$ cat src/rtl/mem_port_arbiter_pkg.sv
// Shared types and constants for the instruction/data memory port arbiter.
package mem_port_arbiter_pkg;

    localparam int unsigned XLEN   = 32;
    localparam int unsigned MASK_W = 4;

    localparam logic [MASK_W-1:0] MASK_ALL = 4'hF;

    typedef enum logic [1:0] {
        IDLE   = 2'd0,
        BUSY_I = 2'd1,
        BUSY_D = 2'd2,
        RESP   = 2'd3
    } arb_state_e;

endpackage

$ cat src/rtl/mem_port_arbiter_if.sv
// Bundle of the fetch, load/store and memory-side signals seen by the arbiter.
interface mem_port_arbiter_if;
    import mem_port_arbiter_pkg::*;

    logic              i_req_in;
    logic [XLEN-1:0]   i_addr_in;
    logic              i_ack_out;
    logic [XLEN-1:0]   i_rdata_out;

    logic              d_req_in;
    logic              d_wr_in;
    logic [XLEN-1:0]   d_addr_in;
    logic [XLEN-1:0]   d_wdata_in;
    logic [MASK_W-1:0] d_mask_in;
    logic              d_ack_out;
    logic [XLEN-1:0]   d_rdata_out;

    logic              err_out;

    logic              mem_req_out;
    logic              mem_wr_out;
    logic [XLEN-1:0]   mem_addr_out;
    logic [XLEN-1:0]   mem_wdata_out;
    logic [MASK_W-1:0] mem_mask_out;
    logic              mem_ack_in;
    logic [XLEN-1:0]   mem_rdata_in;

    modport master (
        input  i_req_in, i_addr_in,
        input  d_req_in, d_wr_in, d_addr_in, d_wdata_in, d_mask_in,
        input  mem_ack_in, mem_rdata_in,
        output i_ack_out, i_rdata_out, d_ack_out, d_rdata_out, err_out,
        output mem_req_out, mem_wr_out, mem_addr_out, mem_wdata_out, mem_mask_out
    );

    modport slave (
        output i_req_in, i_addr_in,
        output d_req_in, d_wr_in, d_addr_in, d_wdata_in, d_mask_in,
        output mem_ack_in, mem_rdata_in,
        input  i_ack_out, i_rdata_out, d_ack_out, d_rdata_out, err_out,
        input  mem_req_out, mem_wr_out, mem_addr_out, mem_wdata_out, mem_mask_out
    );

endinterface

$ cat src/rtl/mem_port_arbiter_timeout.sv
// 16-bit transaction timeout counter; tc_out flags the last allowed cycle
// (count == TIMEOUT_CYC-1) while enabled. Usable by any bus master.
module arb_timeout_counter #(
    parameter int unsigned TIMEOUT_CYC = 255
) (
    input  logic clk_in,
    input  logic rst_in,
    input  logic clr_in,
    input  logic en_in,
    output logic tc_out
);

    localparam logic [15:0] TC_VAL = 16'(TIMEOUT_CYC - 1);

    logic [15:0] cnt_q;
    logic [15:0] cnt_d;

    always_comb begin
        cnt_d = cnt_q;
        if (clr_in) begin
            cnt_d = '0;
        end else if (en_in) begin
            cnt_d = cnt_q + 16'd1;
        end
    end

    always_ff @(posedge clk_in) begin
        if (rst_in) begin
            cnt_q <= '0;
        end else begin
            cnt_q <= cnt_d;
        end
    end

    assign tc_out = en_in && (cnt_q == TC_VAL);

endmodule

$ cat src/rtl/mem_port_arbiter.sv
// Shares one single-ported memory between instruction fetch and load/store,
// data first, with a bounded data streak and a per-transaction timeout.
module mem_port_arbiter
    import mem_port_arbiter_pkg::*;
#(
    parameter int unsigned TIMEOUT_CYC     = 255,
    parameter int unsigned MAX_DATA_STREAK = 4
) (
    input  logic                clk_in,
    input  logic                rst_in,
    mem_port_arbiter_if.master  bus
);

    localparam logic [3:0] STREAK_MAX = 4'(MAX_DATA_STREAK);

    arb_state_e        state_q, state_d;
    logic [3:0]        streak_q, streak_d;
    logic              mem_req_q, mem_req_d;
    logic              mem_wr_q, mem_wr_d;
    logic [XLEN-1:0]   mem_addr_q, mem_addr_d;
    logic [XLEN-1:0]   mem_wdata_q, mem_wdata_d;
    logic [MASK_W-1:0] mem_mask_q, mem_mask_d;
    logic              i_ack_q, i_ack_d;
    logic              d_ack_q, d_ack_d;
    logic [XLEN-1:0]   i_rdata_q, i_rdata_d;
    logic [XLEN-1:0]   d_rdata_q, d_rdata_d;
    logic              err_q, err_d;

    logic              grant_d, grant_i;
    logic              busy;
    logic              tmo_tc;
    logic              done;
    logic [XLEN-1:0]   rsp_data;

    arb_timeout_counter #(
        .TIMEOUT_CYC(TIMEOUT_CYC)
    ) u_timeout (
        .clk_in (clk_in),
        .rst_in (rst_in),
        .clr_in (state_q == IDLE),
        .en_in  (busy),
        .tc_out (tmo_tc)
    );

    always_comb begin
        busy    = (state_q == BUSY_I) || (state_q == BUSY_D);
        grant_d = bus.d_req_in && (!bus.i_req_in || (streak_q < STREAK_MAX));
        grant_i = bus.i_req_in && !grant_d;
        // A same-cycle ack beats the timeout.
        done    = busy && (bus.mem_ack_in || tmo_tc);
    end

    always_ff @(posedge clk_in) begin
        if (rst_in) begin
            state_q <= IDLE;
        end else begin
            state_q <= state_d;
        end
    end

    always_comb begin
        state_d = state_q;
        case (state_q)
            IDLE: begin
                if (grant_d) begin
                    state_d = BUSY_D;
                end else if (grant_i) begin
                    state_d = BUSY_I;
                end
            end
            BUSY_I, BUSY_D: begin
                if (done) begin
                    state_d = RESP;
                end
            end
            RESP:    state_d = IDLE;
            default: state_d = IDLE;
        endcase
    end

    always_comb begin
        mem_req_d   = mem_req_q;
        mem_wr_d    = mem_wr_q;
        mem_addr_d  = mem_addr_q;
        mem_wdata_d = mem_wdata_q;
        mem_mask_d  = mem_mask_q;
        streak_d    = streak_q;
        i_ack_d     = 1'b0;
        d_ack_d     = 1'b0;
        i_rdata_d   = '0;
        d_rdata_d   = '0;
        err_d       = 1'b0;
        rsp_data    = '0;

        if (state_q == IDLE) begin
            if (grant_d) begin
                mem_req_d   = 1'b1;
                mem_wr_d    = bus.d_wr_in;
                mem_addr_d  = bus.d_addr_in;
                mem_wdata_d = bus.d_wdata_in;
                mem_mask_d  = bus.d_wr_in ? bus.d_mask_in : MASK_ALL;
                if (!bus.i_req_in) begin
                    streak_d = '0;
                end else if (streak_q < STREAK_MAX) begin
                    streak_d = streak_q + 4'd1;
                end
            end else if (grant_i) begin
                mem_req_d   = 1'b1;
                mem_wr_d    = 1'b0;
                mem_addr_d  = bus.i_addr_in;
                mem_wdata_d = '0;
                mem_mask_d  = MASK_ALL;
                streak_d    = '0;
            end
        end

        if (done) begin
            mem_req_d = 1'b0;
            mem_wr_d  = 1'b0;
            err_d     = !bus.mem_ack_in;
            rsp_data  = (bus.mem_ack_in && !mem_wr_q) ? bus.mem_rdata_in : '0;
            if (state_q == BUSY_I) begin
                i_ack_d   = 1'b1;
                i_rdata_d = rsp_data;
            end else begin
                d_ack_d   = 1'b1;
                d_rdata_d = rsp_data;
            end
        end
    end

    always_ff @(posedge clk_in) begin
        if (rst_in) begin
            streak_q    <= '0;
            mem_req_q   <= 1'b0;
            mem_wr_q    <= 1'b0;
            mem_addr_q  <= '0;
            mem_wdata_q <= '0;
            mem_mask_q  <= '0;
            i_ack_q     <= 1'b0;
            d_ack_q     <= 1'b0;
            i_rdata_q   <= '0;
            d_rdata_q   <= '0;
            err_q       <= 1'b0;
        end else begin
            streak_q    <= streak_d;
            mem_req_q   <= mem_req_d;
            mem_wr_q    <= mem_wr_d;
            mem_addr_q  <= mem_addr_d;
            mem_wdata_q <= mem_wdata_d;
            mem_mask_q  <= mem_mask_d;
            i_ack_q     <= i_ack_d;
            d_ack_q     <= d_ack_d;
            i_rdata_q   <= i_rdata_d;
            d_rdata_q   <= d_rdata_d;
            err_q       <= err_d;
        end
    end

    assign bus.mem_req_out   = mem_req_q;
    assign bus.mem_wr_out    = mem_wr_q;
    assign bus.mem_addr_out  = mem_addr_q;
    assign bus.mem_wdata_out = mem_wdata_q;
    assign bus.mem_mask_out  = mem_mask_q;
    assign bus.i_ack_out     = i_ack_q;
    assign bus.i_rdata_out   = i_rdata_q;
    assign bus.d_ack_out     = d_ack_q;
    assign bus.d_rdata_out   = d_rdata_q;
    assign bus.err_out       = err_q;

endmodule

$ cat src/flat_wrapper.sv
// flat-port wrapper written by rule: the top's interface ports become plain ports
module mem_port_arbiter_flat import mem_port_arbiter_pkg::*;
#(
    parameter int unsigned TIMEOUT_CYC     = 255,
    parameter int unsigned MAX_DATA_STREAK = 4
)
  (clk_in, rst_in, bus_i_req_in, bus_i_addr_in, bus_d_req_in, bus_d_wr_in, bus_d_addr_in, bus_d_wdata_in, bus_d_mask_in, bus_mem_ack_in, bus_mem_rdata_in, bus_i_ack_out, bus_i_rdata_out, bus_d_ack_out, bus_d_rdata_out, bus_err_out, bus_mem_req_out, bus_mem_wr_out, bus_mem_addr_out, bus_mem_wdata_out, bus_mem_mask_out);
  mem_port_arbiter_if bus_i ();
  input  logic clk_in;
  input  logic rst_in;
  input wire logic [$bits(bus_i.i_req_in)-1:0] bus_i_req_in;
  input wire logic [$bits(bus_i.i_addr_in)-1:0] bus_i_addr_in;
  input wire logic [$bits(bus_i.d_req_in)-1:0] bus_d_req_in;
  input wire logic [$bits(bus_i.d_wr_in)-1:0] bus_d_wr_in;
  input wire logic [$bits(bus_i.d_addr_in)-1:0] bus_d_addr_in;
  input wire logic [$bits(bus_i.d_wdata_in)-1:0] bus_d_wdata_in;
  input wire logic [$bits(bus_i.d_mask_in)-1:0] bus_d_mask_in;
  input wire logic [$bits(bus_i.mem_ack_in)-1:0] bus_mem_ack_in;
  input wire logic [$bits(bus_i.mem_rdata_in)-1:0] bus_mem_rdata_in;
  output wire logic [$bits(bus_i.i_ack_out)-1:0] bus_i_ack_out;
  output wire logic [$bits(bus_i.i_rdata_out)-1:0] bus_i_rdata_out;
  output wire logic [$bits(bus_i.d_ack_out)-1:0] bus_d_ack_out;
  output wire logic [$bits(bus_i.d_rdata_out)-1:0] bus_d_rdata_out;
  output wire logic [$bits(bus_i.err_out)-1:0] bus_err_out;
  output wire logic [$bits(bus_i.mem_req_out)-1:0] bus_mem_req_out;
  output wire logic [$bits(bus_i.mem_wr_out)-1:0] bus_mem_wr_out;
  output wire logic [$bits(bus_i.mem_addr_out)-1:0] bus_mem_addr_out;
  output wire logic [$bits(bus_i.mem_wdata_out)-1:0] bus_mem_wdata_out;
  output wire logic [$bits(bus_i.mem_mask_out)-1:0] bus_mem_mask_out;
  assign bus_i.i_req_in = bus_i_req_in;
  assign bus_i.i_addr_in = bus_i_addr_in;
  assign bus_i.d_req_in = bus_d_req_in;
  assign bus_i.d_wr_in = bus_d_wr_in;
  assign bus_i.d_addr_in = bus_d_addr_in;
  assign bus_i.d_wdata_in = bus_d_wdata_in;
  assign bus_i.d_mask_in = bus_d_mask_in;
  assign bus_i.mem_ack_in = bus_mem_ack_in;
  assign bus_i.mem_rdata_in = bus_mem_rdata_in;
  assign bus_i_ack_out = bus_i.i_ack_out;
  assign bus_i_rdata_out = bus_i.i_rdata_out;
  assign bus_d_ack_out = bus_i.d_ack_out;
  assign bus_d_rdata_out = bus_i.d_rdata_out;
  assign bus_err_out = bus_i.err_out;
  assign bus_mem_req_out = bus_i.mem_req_out;
  assign bus_mem_wr_out = bus_i.mem_wr_out;
  assign bus_mem_addr_out = bus_i.mem_addr_out;
  assign bus_mem_wdata_out = bus_i.mem_wdata_out;
  assign bus_mem_mask_out = bus_i.mem_mask_out;
  mem_port_arbiter #(.TIMEOUT_CYC(TIMEOUT_CYC), .MAX_DATA_STREAK(MAX_DATA_STREAK)) u_core (.clk_in(clk_in), .rst_in(rst_in), .bus(bus_i));
endmodule
$ cat config.mk
export PLATFORM = sky130hd
export DESIGN_NAME = mem_port_arbiter_flat
export DESIGN_NICKNAME = d
export VERILOG_FILES = /design/src/rtl/mem_port_arbiter_pkg.sv /design/src/rtl/mem_port_arbiter_if.sv /design/src/rtl/mem_port_arbiter_timeout.sv /design/src/rtl/mem_port_arbiter.sv /design/src/flat_wrapper.sv
export SDC_FILE = /design/constraint.sdc
export NUM_CORES = 1
export LEC_CHECK = 0
export ABC_AREA = 1
export BUFFER_PORTS_ARGS = -buffer_cell sky130_fd_sc_hd__buf_2
export CORE_AREA = 2 2 125 127
export CTS_CLUSTER_SIZE = 30
export DETAILED_ROUTE_END_ITERATION = 8
export DIE_AREA = 0 0 127 129
export PLACE_DENSITY = 0.72
export REMOVE_ABC_BUFFERS = 1
export SLEW_MARGIN = 20
export SYNTH_ARGS = -nofsm -noshare
export SYNTH_HDL_FRONTEND = slang
export SYNTH_SLANG_ARGS = --single-unit
$ cat constraint.sdc
create_clock -name clk_in -period 1.6 [get_ports clk_in]
set_input_delay 0.32 -clock clk_in [delete_from_list [all_inputs] [get_ports clk_in]]
set_output_delay 0.32 -clock clk_in [all_outputs]
set_load 0.05 [all_outputs]
# == Word level (Yosys, flattened, before mapping) ==
# Cells that the tools add are included.
# op_classes
bitwise,2
mux,22
add_sub_neg,2
order_cmp,1
n_reduce_logical,23
eq_ne,7
# ops
operator,count
$mux W32,5
$mux W4,7
$add A16 B1 Y16 const B,1
$eq A16 B8 Y1 const B,1
$reduce_or A2 Y1,4
$mux W1,6
$mux W2,3
$pmux W2 S3,1
$reduce_or A3 Y1,2
$logic_and A1 B1 Y1,5
$add A4 B1 Y4 const B,1
$eq A2 B2 Y1 const B,2
$logic_not A1 Y1,4
$lt A4 B3 Y1 const B,1
$reduce_and A2 Y1,2
$logic_or A1 B1 Y1,3
$ne A3 B1 Y1 const B,1
$ne A3 B3 Y1 const B,1
$reduce_and A3 Y1,1
$eq A2 B1 Y1 const B,1
$logic_not A2 Y1,1
$ne A2 B1 Y1 const B,1
$not A1 Y1,2
$reduce_bool A2 Y1,1
# word_totals
reg_bits,159
in_bits,138

# == Logic depth before layout (Yosys ltp) ==
# Gate-level depths: netlist (run 1).
# depth
word_depth,8
mapped_depth,12
mapped_depth_nobuf,11

# == By module ==
# A second synthesis (run 1) with hierarchy kept.
# unflattened
hier_cells,805
hier_area_um2,6158.4
# by_module_without_submodules
mod,n_inst,area_per_inst_um2,cells_per_inst
mem_port_arbiter,1,5302.6,681
arb_timeout_counter,1,855.8,124

# == Worst setup path after synthesis (run 1) ==
# OpenSTA, ideal clock, no wires.
# synth_path
kind,register to register
start,reg u_core.state_q[0]
end,reg u_core.u_timeout.cnt_q[15]
setup_time_ns,0.113
slack_ns,-0.025
stages_incl_launch_ff,13
n_path_buf,1
t_required_ns,1.487
arrival_ns,1.512
path_cell_list,dfxtp_1 > inv_1 > ha_1 > buf_6 > nand2_2 > nor2_4 > inv_1 > nor2_1 > nand2_1 > nor2_1 > nand2_1 > nand2_1 > nor2_1
# synth_between
elab_chain_len,2
elab_cells_between_ends,5
cone_classes,2 x eq/ne; 3 x reduce/logical
# synth_rtl
element,line,rtl
"start, declared",mem_port_arbiter.sv:16,"arb_state_e state_q, state_d;"
"start signal, assigned",mem_port_arbiter.sv:57,state_q <= state_d;
$eq A2 B1 Y1 / $eq A2 B2 Y1 (equally long branches),mem_port_arbiter.sv:46,busy = (state_q == BUSY_I) || (state_q == BUSY_D);
$logic_or A1 B1 Y1 *,mem_port_arbiter.sv:46,
named net u_core.busy,mem_port_arbiter.sv:30,logic busy;
"end signal, assigned",mem_port_arbiter_timeout.sv:31,cnt_q <= cnt_d;
"end, declared",mem_port_arbiter_timeout.sv:15,logic [15:0] cnt_q;
# The timed path passes the listed nets; every way through them passes the cells marked *.
# A chain may end at the register's enable or synchronous reset.

# == Final worst setup path (run 1) ==
# layout_path
start,reg u_core.state_q[1]
end,reg u_core.mem_addr_q[2] (netlist: u_core.bus.mem_addr_out[2])
# layout_between
elab_chain_len,2
# layout_rtl
element,line,rtl
$logic_not A2 Y1,mem_port_arbiter.sv:95,if (state_q == IDLE) begin
$reduce_and A2 Y1 (no source line),-,
"end signal, assigned",mem_port_arbiter.sv:149,mem_addr_q <= mem_addr_d;
"end, declared",mem_port_arbiter.sv:20,"logic [XLEN-1:0] mem_addr_q, mem_addr_d;"
# No other way between the ends.

==> results of run 1 <==
==> metal layers <==
layer,up-vias,wire length [µm]
met1,2639,7270
met2,249,8831
li1,2994,-
met4,0,222
met3,16,1703
met5,-,0
==> per-stage QoR <==
step                power [µW]  hold WS (ns)  instances
floorplan                 8896        0.3891        698
global placement         10670        0.4285       1194
global route             16820        0.1305       1249
finish                   16050        0.1063       1249
CTS                      15470       0.09634       1240
detailed placement       10720        0.4306       1194
==> power groups by stage <==
stage               registers [µW]  clock network [µW]  logic, µW
CTS                           4940                4190       6330
finish                        4950                4110       6980
global placement              4990                   0       5680
detailed placement            5020                   0       5710
floorplan                     7200                   0       1690
global route                  5020                4360       7440
==> cell type report <==
cell class | count | area, µm²
Timing Repair Buffer | 331 | 2102
Clock inverter | 15 | 191.4
Clock buffer | 17 | 425.4
Multi-Input combinational cell | 472 | 2462
Sequential cell | 159 | 3186
Fill cell | 1329 | 6121
Tap cell | 188 | 235.2
Inverter | 67 | 254.0
==> kinds of logic (layout without fill, tap and decap cells) <==
| group | after synthesis | in the layout | synth area share [%] |
|---|---|---|---|
| adder cells (fa/ha/maj) | 6 | 6 | 1.264 |
| AO/OA/AOI/OAI | 125 | 125 | 12.15 |
| AND/OR/NAND/NOR | 338 | 338 | 24.16 |
| XOR/XNOR | 3 | 3 | 0.4424 |
| flip-flops | 159 | 159 | 53.58 |
| buffers and inverters | 110 | 430 | 8.403 |
==> layout by cell type (no fill, tap or decap), drive strengths merged, types with 22 or more instances in the layout <==
cell / count
inv: 74
o21ai: 43
dfxtp: 159
o211ai: 32
nand3: 42
buf: 326
a21oi: 48
clkbuf: 22
nand2: 170
nor2: 110
==> sequential cells by signal (all words and copies together) (netlist names) <==
signal	cells
u_core.bus.i_ack_out	1
u_core.bus.err_out	1
u_core.bus.mem_wr_out	1
u_core.bus.mem_mask_out	4
u_core.bus.i_rdata_out	32
u_core.bus.mem_wdata_out	32
u_core.bus.mem_req_out	1
u_core.bus.d_rdata_out	32
u_core.streak_q	4
u_core.state_q	2
u_core.bus.d_ack_out	1
u_core.bus.mem_addr_out	32
u_core.u_timeout.cnt_q	16
==> worst register-to-register path: stages, from the launching register on <==
cell	delay (ns)
dfxtp_2	0.33
inv_2	0.08
buf_4	0.13
ha_4	0.13
inv_2	0.05
a21oi_4	0.16
buf_8	0.16
buf_12	0.12
clkbuf_16	0.15
nand3_1	0.08
o211ai_1	0.08
inv_1	0.06
==> timing repair <==
action,4_1_cts,5_1_grt
endpoints found under the setup margin,128,133
buffers inserted,9,9
pin swaps,4,14
gates resized for setup,23,66
gates cloned,5,4
==> worst min-delay path by stage <==
stage | to | slack [ns] | cells past startpoint
6_report | u_core.bus.mem_mask_out[1]$_SDFFE_PP0P_ | 0.11 | 3
5_1_grt | u_core.bus.mem_mask_out[3]$_SDFFE_PP0P_ | 0.13 | 3
4_1_cts | u_core.bus.mem_mask_out[1]$_SDFFE_PP0P_ | 0.1 | 3
3_5_place_dp | u_core.streak_q[3]$_SDFFE_PP0P_ | 0.43 | 2
3_3_place_gp | u_core.streak_q[3]$_SDFFE_PP0P_ | 0.43 | 2
2_1_floorplan | u_core.streak_q[2]$_SDFFE_PP0P_ | 0.39 | 1
==> summary.txt, run 1 <==
Status
  – Run status: finished, violations left
  – Failing checks: negative setup slack

Floorplan
  – Die ar.: around 16,000 µm²
  – Chip Height: roughly 130 µm
  – Std cell rows: 45
  – Die width: approximately 130 µm
  – Core Region: 14,980 µm²
  – I/O pin cnt: 275
  – Initial Utilization: around two fifths

Setup path
  – CP Depth: 11
  – Endpoint class of the critical path: flop
  – Critical Path End: u_core.bus.mem_addr_out[2]$_SDFFE_PP0P_
  – CP dominant cell by count: inv_2
  – Setup CP Type: reg2reg
  – CP max stage cell: dfxtp_2
  – RR Startpoint: u_core.state_q[1]$_SDFFE_PP0P_
  – CP startpoint: u_core.state_q[1]$_SDFFE_PP0P_
  – Max FO, Critical Path: 9
  – Reg-to-reg setup timing slack: -0.03 ns
  – R2r endpoint: u_core.bus.mem_addr_out[2]$_SDFFE_PP0P_
  – Worst path buffer plus inverter count: 7
  – Worst-path cell chain: inv_2 -> buf_4 -> ha_4 -> inv_2 -> a21oi_4 -> buf_8 -> buf_12 -> clkbuf_16 -> nand3_1 -> o211ai_1 -> inv_1
  – R2R cell count: 11
  – Crit path required time: about 1.9 ns
  – CP delay by family, top: buffers and inverters
  – Worst EP arrival: between 1.5 and 2 ns
  – Critical path startpoint category: flop
  – Largest stage delay, worst path: ~0.33 ns

Place
  – Port buffer count: roughly 270
  – Final Wtd Congestion: 0.8301
  – Hpwl dp: 12.23 mm
  – Placed cell area: 7672 µm²
  – Setup Slack @ Placement: -0.1204 ns

Synth
  – Mapped cell area: 5941 µm²
  – Synth warn: 0
  – Synth Area per Inst: around 8 µm²
  – EDFF count, synth: 0
  – Top post-synthesis cells by area: dfxtp_1 (54%), nand2_1 (10%), nor2_1 (6.2%), o211ai_1 (4.0%), a21oi_1 (4.0%)
  – Yosys top cell by area: dfxtp_1
  – Share of the synthesized area in the top cell type: between 50% and 60%
  – Library cells used by synthesis: 30
  – Flops & latches, synth: ~160
  – Synth top cells by count: nand2_1 (165), dfxtp_1 (159), nor2_1 (98)
  – Post-synthesis sequential area ratio: between 50% and 60%
  – Asr flop ratio synth: 0%
  – Top FF cell, synth: dfxtp_1
  – Post-Syn Instances: 741
  – Most numerous cell in the Yosys netlist: nand2_1

Hold path
  – Hold path start: bus_d_mask_in[1]
  – Worst Hold Class: in2reg

Pwr
  – Combinational share of power: 43.5%
  – Sequential power share: between 30% and 40%
  – Leakage power: between 0.004 and 0.005 µW
  – Max VDD drop: just over 0.9 mV
  – Clk pwr share: roughly 26%
  – Pint: between 9000 and 10,000 µW
  – Power per cell area: 1812 nW/µm²
  – Sw Ratio: approximately two fifths
  – Switching Power: between 6000 and 7000 µW

Clock tree
  – CTS max path bufs: 2
  – Clk slew on worst S/H paths: roughly 0.07 ns
  – Clk sinks: about 160
  – H-tree depth: 4
  – Clk Latency, worst-skew pair: 0.42 ns
  – TritonCTS clock tree: built
  – Cts bufs inserted: 17
  – CTS Hold Bufs: 0
  – Root Buffer: clkbuf_16

STA
  – Slew HR: 79.36%
  – Slew @ Worst Pin: 0.3097 ns
  – Setup Total Neg Slack: -0.4924 ns
  – Period utilization: 102.1%
  – Fin. Hold Viols: 0
  – RSZ-0062 raised after global routing: yes
  – Setup Skew: 0.01073 ns
  – Fmax: approximately 0.6 GHz
  – Finish-stage setup viols: 52
  – Post-route minimum period: about 1.6 ns
  – Final worst slack: -0.03309 ns
  – Max-slew violation count: 0

Routing
  – Initial drt markers: 266
  – Wirelength, routed: between 15 and 20 mm
  – Post-DRT Antenna Nets: 0
  – Detailed Routing Iterations Pass 1: 5
  – DRC: 0
  – Via count: 5,898
  – DR vias/cell: roughly 4.7
  – WL/cell: around 14 µm

Final layout
  – Design area: ~8900 µm²
  – Share of layout cells above drive strength 1: 41.38%
  – Final Util: ~60%
  – Final nets: roughly 1,200
  – Synth-to-layout area growth: 49.07%
  – Ant diodes: 0

Global routing
  – Met1 Track Usage GR: 22.82%
  – Top Usage Layer GRT: met2
  – Number of global-route vias before repair: 5,635
  – Met3 Usage GRT: 7.942%
  – First-pass GRT wire length: ~27 mm
  – Initial antenna violation count: 0
  – GRT Resource Usage Total: approximately a fifth
  – GR Util met2: a little over a third
  – Pin count of the biggest net entering global routing: a little over 40
  – Total congestion overflow: 0

Run
  – Max-cap viol count: 0
Note: power is estimated with default switching activity, not from simulation.
==> run 2: changes to the inputs <==
- CORE_AREA: 2 2 125 127 -> 4 4 127 129
- CTS_BUF_LIST: not set -> sky130_fd_sc_hd__clkbuf_4 sky130_fd_sc_hd__clkbuf_8 sky130_fd_sc_hd__clkbuf_16
- DIE_AREA: 0 0 127 129 -> 0 0 131 133
==> run 2 against run 1 <==
The flow still finishes with violations (negative setup slack). Clock skew barely moved. Combinational power fell by 3.6%. Flip-flop and latch count is the same. Clock power shrank 5.8%. Sequential power about the same.
==> summary.txt, run 2 (same netlist as run 1, synthesis figures left out) <==
Final layout
  – Final nets: 1,180
  – Leading cell types in the layout, fill and taps excluded: buf_2 (274), nand2_1 (163), dfxtp_1 (157), nor2_1 (89), inv_1 (57)
  – Most common cell after layout, fill and taps aside: buf_2
  – FILL cells: roughly 1,400
  – Synth-to-layout area growth: 45.56%
  – Final Non-Filler Cells: between 1,000 and 1,500
  – Share of layout cells above drive strength 1: between 40% and 50%
  – Ant diodes: 0

Global routing
  – Initial antenna violation count: 1
  – Pin count of the biggest net entering global routing: between 60 and 70
  – Number of global-route vias before repair: about 5,500
  – Total congestion overflow: 0
  – GRT Resource Usage Total: 19.35%
  – First-pass GRT wire length: 26.48 mm

STA
  – RSZ-0062 raised after global routing: yes
  – Final worst slack: -0.01567 ns
  – Slew HR: 79.25%
  – Finish-stage setup viols: 1
  – Fmax: between 0.6 and 0.7 GHz
  – Slew @ Worst Pin: about 0.3 ns
  – Post-route minimum period: between 1.5 and 2 ns
  – Setup Skew: around 0.010 ns
  – Fin. Hold Viols: 0
  – Period utilization: 101.0%
  – Max-slew violation count: 0

Setup path
  – Setup CP Type: reg2reg
  – Endpoint class of the critical path: flop
  – Max FO, Critical Path: 5
  – Crit path required time: between 1.5 and 2 ns
  – Critical path startpoint category: flop
  – Worst EP arrival: between 1.5 and 2 ns

Floorplan
  – Core Region: between 15,000 and 20,000 µm²
  – Die ar.: 17,420 µm²
  – Initial Utilization: between 30% and 40%
  – I/O pin cnt: 275
  – Chip Height: between 100 and 150 µm
  – Std cell rows: 45
  – Die width: roughly 130 µm

Place
  – Port buffer count: between 200 and 300
  – Dpl cells: approximately 1,200
  – Hpwl dp: ~13 mm
  – Final Wtd Congestion: ~0.85
  – Setup Slack @ Placement: -0.1585 ns

Routing
  – Wirelength, routed: around 18 mm
  – Via count: around 5,800
  – DRC: 0
  – Initial drt markers: around 220
  – Detailed Routing Iterations Pass 1: 4
  – Post-DRT Antenna Nets: 0
  – DR vias/cell: around 4.7
  – WL/cell: roughly 14 µm

Clock tree
  – Cts bufs inserted: 17
  – Clk Latency, worst-skew pair: roughly 0.42 ns
  – TritonCTS clock tree: built
  – CTS Hold Bufs: 0
  – Clk slew on worst S/H paths: 0.07 ns
  – H-tree depth: 4
  – Clk sinks: roughly 160
  – CTS max path bufs: 2
  – Root Buffer: clkbuf_16

Status
  – Failing checks: negative setup slack
  – Run status: finished, violations left

Pwr
  – Power per cell area: between 1500 and 2000 nW/µm²
  – Max VDD drop: approximately 0.85 mV
  – Leakage power: roughly 0.0044 µW

Run
  – Max-cap viol count: 0

Hold path
  – Worst Hold Class: in2reg
run 2: area by class of cell:
class / count / area (µm²) / share of cell area (%)
clock buffers: 18 / 439.2 / 5.079
repair buffers: 319 / 1971 / 22.79
inverters: 67 / 256.5 / 2.966
multi-input cells: 472 / 2429 / 28.09
clock inverters: 14 / 131.4 / 1.519
well taps: 188 / 235.2 / 2.720
flip-flops and latches: 159 / 3186 / 36.84
run 2: power breakdown:
group | internal [µW] | switching [µW]
sequential | 4650 | 314
combinational | 2250 | 4480
clock | 2210 | 1660
run 2: worst max-delay path, cell delays in order (launching register included):
cell and delay [ns]:
dfxtp_2 0.34, inv_2 0.05, buf_6 0.11, ha_4 0.16
inv_4 0.06, a21oi_4 0.04, buf_12 0.15, buf_12 0.14
buf_6 0.12, buf_4 0.12, o211ai_1 0.15, inv_1 0.05
run 2: path summary, 6_finish.rpt:
path                            cells past startpoint                             from                                  endpoint  slack (ns)
worst max-delay path                               11   u_core.state_q[0]$_SDFFE_PP0P_  u_core.bus.mem_addr_out[29]$_SDFFE_PP0P_       -0.02
worst min-delay path                                3                 bus_d_mask_in[1]   u_core.bus.mem_mask_out[1]$_SDFFE_PP0P_        0.11
worst max register to register                     11   u_core.state_q[0]$_SDFFE_PP0P_  u_core.bus.mem_addr_out[29]$_SDFFE_PP0P_       -0.02
worst min register to register                      2  u_core.streak_q[3]$_SDFFE_PP0P_           u_core.streak_q[3]$_SDFFE_PP0P_        0.44
run 2: per-layer routing:
layer | GRT usage [%] | wire (µm)
met4 | 6.286 | 248
met5 | 0 | 0
met2 | 32.42 | 8506
met3 | 9.447 | 2160
met1 | 21.26 | 6953
run 2: stage by stage:
step	cell area, µm²	utilization (%)	hold WS, ns	TNS (ns)	power, µW
after floorplan	5695	-	0.3891	-99.84	8896
after global placement	7687	51.14	0.4271	-2.505	10800
after detailed placement	7687	51.14	0.4339	-7.896	10870
after CTS	8474	56.37	0.09713	-0.004090	15400
after global routing	8647	57.52	0.1162	-3.778	16390
final	8647	57.52	0.1141	-0.01567	15560
run 2: what timing repair did:
item                                    CTS  global route
endpoints found under the setup margin  123           105
resized for setup                        25            46
pin swaps                                 3            11
endpoints found under the hold margin     0             0
setup buffers                            11             2
cloned                                    2             1
